### src/rtl/seq_sub64_pkg.sv
// Shared definitions for the sequential slice-serial subtractor: default widths and FSM encodings.
package seq_sub64_pkg;
  localparam int         DEF_DATA_W  = 64;
  localparam int         DEF_CHUNK_W = 8;

  localparam logic [1:0] ST_IDLE = 2'd0;
  localparam logic [1:0] ST_RUN  = 2'd1;
  localparam logic [1:0] ST_DONE = 2'd2;
endpackage

### src/rtl/seq_sub64_sub_chunk.sv
// Combinational W-bit slice adder with carry in/out; one instance is reused for every chunk.
module sub_chunk #(
  parameter int W = 8
) (
  input  logic [W-1:0] x,
  input  logic [W-1:0] y,
  input  logic         ci,
  output logic [W-1:0] s,
  output logic         co
);
  assign {co, s} = {1'b0, x} + {1'b0, y} + {{W{1'b0}}, ci};
endmodule

### src/rtl/seq_sub64.sv
// Slice-serial a - b (a + ~b + 1), one CHUNK_W slice per clock LSB first, with Y86 flags.
// Add mode (a + b + cin) is enabled by defining SEQ_SUB_ADD_MODE_EN.
module seq_sub64
  import seq_sub64_pkg::*;
#(
  parameter int DATA_W  = DEF_DATA_W,
  parameter int CHUNK_W = DEF_CHUNK_W
) (
  input  logic              clk,
  input  logic              rst_n,
  input  logic              start,
  input  logic [DATA_W-1:0] a,
  input  logic [DATA_W-1:0] b,
`ifdef SEQ_SUB_ADD_MODE_EN
  input  logic              op,
  input  logic              cin,
`endif
  output logic              busy,
  output logic              done,
  output logic [DATA_W-1:0] diff,
  output logic              cout,
  output logic              zf,
  output logic              sf,
  output logic              of
);
  localparam int N_CHUNK = DATA_W / CHUNK_W;
  localparam int CNT_W   = (N_CHUNK > 1) ? $clog2(N_CHUNK) : 1;
  localparam int MSB     = DATA_W - 1;

  if (DATA_W % CHUNK_W != 0) begin : g_bad_chunk
    $error("seq_sub64: DATA_W must be a multiple of CHUNK_W");
  end

  logic [1:0]        state;
  logic [DATA_W-1:0] a_r;
  logic [DATA_W-1:0] y_r;     // second operand as fed to the adder (~b or b)
  logic [DATA_W-1:0] diff_r;
  logic [CNT_W-1:0]  cnt;
  logic              carry;
  logic              cout_r, zf_r, sf_r, of_r;

  logic [CHUNK_W-1:0] a_ch, y_ch, s_ch;
  logic               co_ch;
  logic [DATA_W-1:0]  diff_nxt;
  logic               last;
  logic [DATA_W-1:0]  y_in;
  logic               c_in;

`ifdef SEQ_SUB_ADD_MODE_EN
  assign y_in = op ? ~b : b;
  assign c_in = op ? 1'b1 : cin;
`else
  assign y_in = ~b;
  assign c_in = 1'b1;
`endif

  always_comb begin
    a_ch     = a_r[cnt*CHUNK_W +: CHUNK_W];
    y_ch     = y_r[cnt*CHUNK_W +: CHUNK_W];
    diff_nxt = diff_r;
    diff_nxt[cnt*CHUNK_W +: CHUNK_W] = s_ch;
  end

  assign last = (cnt == CNT_W'(N_CHUNK - 1));

  sub_chunk #(.W(CHUNK_W)) u_chunk (
    .x  (a_ch),
    .y  (y_ch),
    .ci (carry),
    .s  (s_ch),
    .co (co_ch)
  );

  always_ff @(posedge clk) begin
    if (!rst_n) begin
      state  <= ST_IDLE;
      a_r    <= '0;
      y_r    <= '0;
      diff_r <= '0;
      cnt    <= '0;
      carry  <= 1'b0;
      cout_r <= 1'b0;
      zf_r   <= 1'b0;
      sf_r   <= 1'b0;
      of_r   <= 1'b0;
    end else begin
      case (state)
        ST_IDLE: begin
          if (start) begin
            state <= ST_RUN;
            a_r   <= a;
            y_r   <= y_in;
            carry <= c_in;
            cnt   <= '0;
          end
        end
        ST_RUN: begin
          diff_r <= diff_nxt;
          carry  <= co_ch;
          if (last) begin
            state  <= ST_DONE;
            cnt    <= '0;
            cout_r <= co_ch;
            zf_r   <= (diff_nxt == '0);
            sf_r   <= diff_nxt[MSB];
            // Same form for add and subtract because y_r already holds ~b when subtracting.
            of_r   <= (a_r[MSB] == y_r[MSB]) && (diff_nxt[MSB] != a_r[MSB]);
          end else begin
            cnt <= cnt + 1'b1;
          end
        end
        default: state <= ST_IDLE;
      endcase
    end
  end

  assign busy = (state != ST_IDLE);
  assign done = (state == ST_DONE);
  assign diff = diff_r;
  assign cout = cout_r;
  assign zf   = zf_r;
  assign sf   = sf_r;
  assign of   = of_r;
endmodule

### config.mk
export PLATFORM = sky130hd
export DESIGN_NAME = seq_sub64
export DESIGN_NICKNAME = d
export VERILOG_FILES = /design/src/rtl/seq_sub64_pkg.sv /design/src/rtl/seq_sub64_sub_chunk.sv /design/src/rtl/seq_sub64.sv
export SDC_FILE = /design/constraint.sdc
export NUM_CORES = 1
export LEC_CHECK = 0
export ABC_AREA = 1
export CAP_MARGIN = 20
export CORE_MARGIN = 2
export CORE_UTILIZATION = 45
export DETAILED_ROUTE_END_ITERATION = 10
export DONT_BUFFER_PORTS = 1
export GPL_TIMING_DRIVEN = 0
export MAX_ROUTING_LAYER = met4
export PLACE_DENSITY = 0.7
export RECOVER_POWER = 25
export SLEW_MARGIN = 20
export SYNTH_ARGS = -nofsm -noshare
export SYNTH_HDL_FRONTEND = slang
export SYNTH_SLANG_ARGS = --single-unit
### constraint.sdc
create_clock -name clk -period 4.7 [get_ports clk]
set_input_delay 0.705 -clock clk [delete_from_list [all_inputs] [get_ports clk]]
set_output_delay 0.705 -clock clk [all_outputs]
set_load 0.01 [all_outputs]
==> flow_summary_export.csv <==
group,metric,value,unit
finish,fillCellCount,2098,
synth,synthesis.area,9744,um^2
pwr,powerDensity,438.3,nW/um^2
cts,cts.root.buffer_cell,"sky130_fd_sc_hd__clkbuf_16",
synth,synth_fp_nets,1589,
setup_path,critical_path.endpoint_type,"register",
synth,synth.cells.most_frequent,"sky130_fd_sc_hd__nor2_1 (294), sky130_fd_sc_hd__o21ai_0 (254), sky130_fd_sc_hd__nand2_1 (219)",
grt,grt_overflow_total,0,
floorplanning,boundaryPins,201,
timing,final-max-slew-violation-count,0,
min_path,hold_end,"y_r[0]",
timing,relSlewSlack,45.85,%
synth,synth.lib_cells_used.distinct,36,
detailed_routing,route.vias.total,10037,
synth,total_of_flip_flops_plus_latches_after_synthesis,202,
status,outcome,"finished clean",
floorplanning,coreArea,21150,um^2
synth,most_frequently_used_flop_master_after_synthesis,"sky130_fd_sc_hd__dfxtp_1",
timing,holdWs,0.2592,ns
synth,ys_async_sr_fraction,0,%
finish,drive_gt1_share,6.149,%
grt,antenna_found_initial,8,
timing,hold_viol,0,
grt,grt_start_max_net_pins,20,
floorplanning,chipHeight,151.2,um
cts,clock_tree_from_tritoncts,"yes",
detailed_routing,detail_route.wl_per_cell,19.04,um
setup_path,critical_path.max_fanout,10,
setup_path,cp_required,5.14,ns
detailed_routing,drtIter0Drc,991,
min_path,min_path_type,"input pin to register",
floorplanning,dieWidth,151.2,um
cts,cts_inserted_buffers,22,
synth,post_synth_main_area_contributors,"sky130_fd_sc_hd__dfxtp_1 (41%), sky130_fd_sc_hd__o21ai_0 (13%), sky130_fd_sc_hd__nor2_1 (11%)",
setup_path,timing.critical_path.max_delay_family,"simple AND/OR/NAND/NOR gates",
floorplanning,dieArea,22850,um^2
cts,post_cts_hold_buffers,0,
setup_path,worstReg2RegStart,"cnt[1]",
setup_path,cp_num_buf_inv,4,
synth,synth_largest_area_cell,"sky130_fd_sc_hd__dfxtp_1",
floorplanning,initial_core_util,46.06,%
synth,syn_inst,1442,
finish,utilization,51.58,%
cts,clock_latency_on_the_worst_skew_pair,0.53,ns
cts,cts_buffer_depth,3,
timing,finalSetupViolations,0,
pwr,p_leak,4.815,nW
timing,post_route_setup_tns,0,ns
cts,cts.reportedPaths.clkPinSlew,0.07,ns
setup_path,critical_path.most_common_cell,"sky130_fd_sc_hd__nand2_1",
synth,synth.top_cell.area_share,41.50,%
grt,number_of_global_route_vias_before_repair,9363,
min_path,hold_path_startpoint,"b[0]",
finish,layout-area-overhead-vs-synth,11.97,%
grt,wire_length_of_the_first_global_routing_pass,50940,um
placement,placement.io_buffers,0,
synth,syn_avg_cell_area,6.758,um^2
setup_path,critPathKind,"register to register",
setup_path,worstSetupStartpointType,"register",
timing,worst-slew-pin-transition,0.8123,ns
detailed_routing,drt-total-wl,33570,um
timing,fin_worst_skew,0.01778,ns
cts,clock-sinks,202,
min_path,holdPathStages,1,
detailed_routing,drt_pass_1_iters,6,
detailed_routing,post-route-drc-count,0,
setup_path,critical_path.reg2reg.endpoint,"zf",
setup_path,crit_path_top_delay_cell,"sky130_fd_sc_hd__buf_1",
timing,fmaxAchievable,222.9,MHz
setup_path,arrival,4.93,ns
synth,synth_edf_count,0,
detailed_routing,avgViaCountPerCell,5.693,
setup_path,critPathLaunch,"cnt[1]",
synth,synth_sequential_area_ratio,41.50,%
grt,grt_util_all_layers,29.93,%
setup_path,rr_worst_depth,26,
timing,period_share,95.47,%
placement,hpwl,25360,um
finish,area_taken_by_multi_input_logic_gates,4900,um^2
detailed_routing,ant_nets,0,
synth,post-synth-top-count-cell,"sky130_fd_sc_hd__nor2_1",
timing,post-route-min-period,4.487,ns
cts,clock_tree.htree_level_count,1,
synth,count_of_synthesis_stage_warnings_from_yosys,0,
cts,postCtsSetupBuffers,0,
floorplanning,placementRows,53,
setup_path,timing.critical_path.slowest_cell_delay,0.52,ns
finish,design.final.nets,1612,
pwr,ir_worst_vdd,0.3075,mV
setup_path,r2r_slack,0.21,ns
finish,final-seq-area,4044,um^2
job,cap_violations,0,
placement,routabilityCongestion,0.9523,
[cells by family (layout without fill, tap and decap cells)]
logic type               Yosys count  count (layout)  share of synthesized area (%)
other                              0               8                              0
buffers and inverters            203             241                          8.218
AO/OA/AOI/OAI                    415             415                          22.56
flip-flops                       202             202                          41.50
AND/OR/NAND/NOR                  606             606                          25.51
adder cells (fa/ha/maj)           16              16                          2.209
[metrics by stage]
stage | cells | worst slack [ns] | instance area [um^2] | power (mW)
floorplan | 1442 | 1.089 | 9744 | 2.632
global placement | 1717 | -0.4399 | 10090 | 2.892
detailed placement | 1717 | -0.4467 | 10090 | 2.903
CTS | 1755 | 0.04247 | 10880 | 4.775
global route | 1763 | -0.009541 | 10910 | 4.993
finish | 1763 | 0.2128 | 10910 | 4.782
[power breakdown]
part           internal [mW]  leakage (nW)  switching [mW]
clock network           1.15         0.382           0.734
logic                  0.289          2.76           0.619
registers               1.86          1.67           0.132
total                   3.30          4.82            1.48
[how the worst max path moves through the flow]
stage | slack (ns) | cells after the start | end
after floorplan | 1.09 | 25 | zf
after global placement | -0.44 | 28 | zf
after detailed placement | -0.45 | 28 | zf
after CTS | 0.04 | 28 | zf
after global routing | -0.01 | 26 | zf
final | 0.21 | 26 | zf
[final cells by class]
class                   count  area share [%]
clock buffers              30           5.688
inverters                 107           3.704
diodes                      8          0.1835
plain buffers              95           3.784
flip-flops and latches    202           37.06
well taps                 275           3.154
clock inverters             9           1.514
multi-input cells        1037           44.91
[timing repair]
item / in CTS / in global routing
pin swaps: 0 / 0
gates cloned: 0 / 0
endpoints found under the setup margin: 6 / 5
gates resized for setup: 4 / 24
[sequential cells by signal, indices dropped and copies added, names as in the netlist, 2 cells and up]
register,count
state,2
y_r,64
diff,64
cnt,3
a_r,64
[cells in the final DEF (no fill, tap or decap), drive strengths merged]
cell | Yosys | layout
nor2 | 296 | 296
o21ai | 254 | 254
nand2 | 224 | 224
dfxtp | 202 | 202
inv | 106 | 107
clkbuf | 82 | 107
a21oi | 101 | 101
nand3 | 43 | 43
o211ai | 31 | 31
or2 | 23 | 23
buf | 14 | 18
o22ai | 17 | 17
ha | 14 | 14
nand4 | 11 | 11
diode | 0 | 8
nor3 | 8 | 8
a31oi | 8 | 8
bufinv | 0 | 4
clkinv | 1 | 4
fa | 2 | 2
o221ai | 1 | 1
nand3b | 1 | 1
a211oi | 1 | 1
a21boi | 1 | 1
o311ai | 1 | 1
clkinvlp | 0 | 1
[per-layer routing]
layer / global-route usage (%) / part of all wire, % / vias up
li1: - / - / 4811
met1: 38.26 / 41 / 4561
met2: 44.89 / 43 / 562
met3: 8.795 / 12 / 103
met4: 11.26 / 4.2 / 0
met5: - / 0 / -
Note: power is estimated with default switching activity, not from simulation.
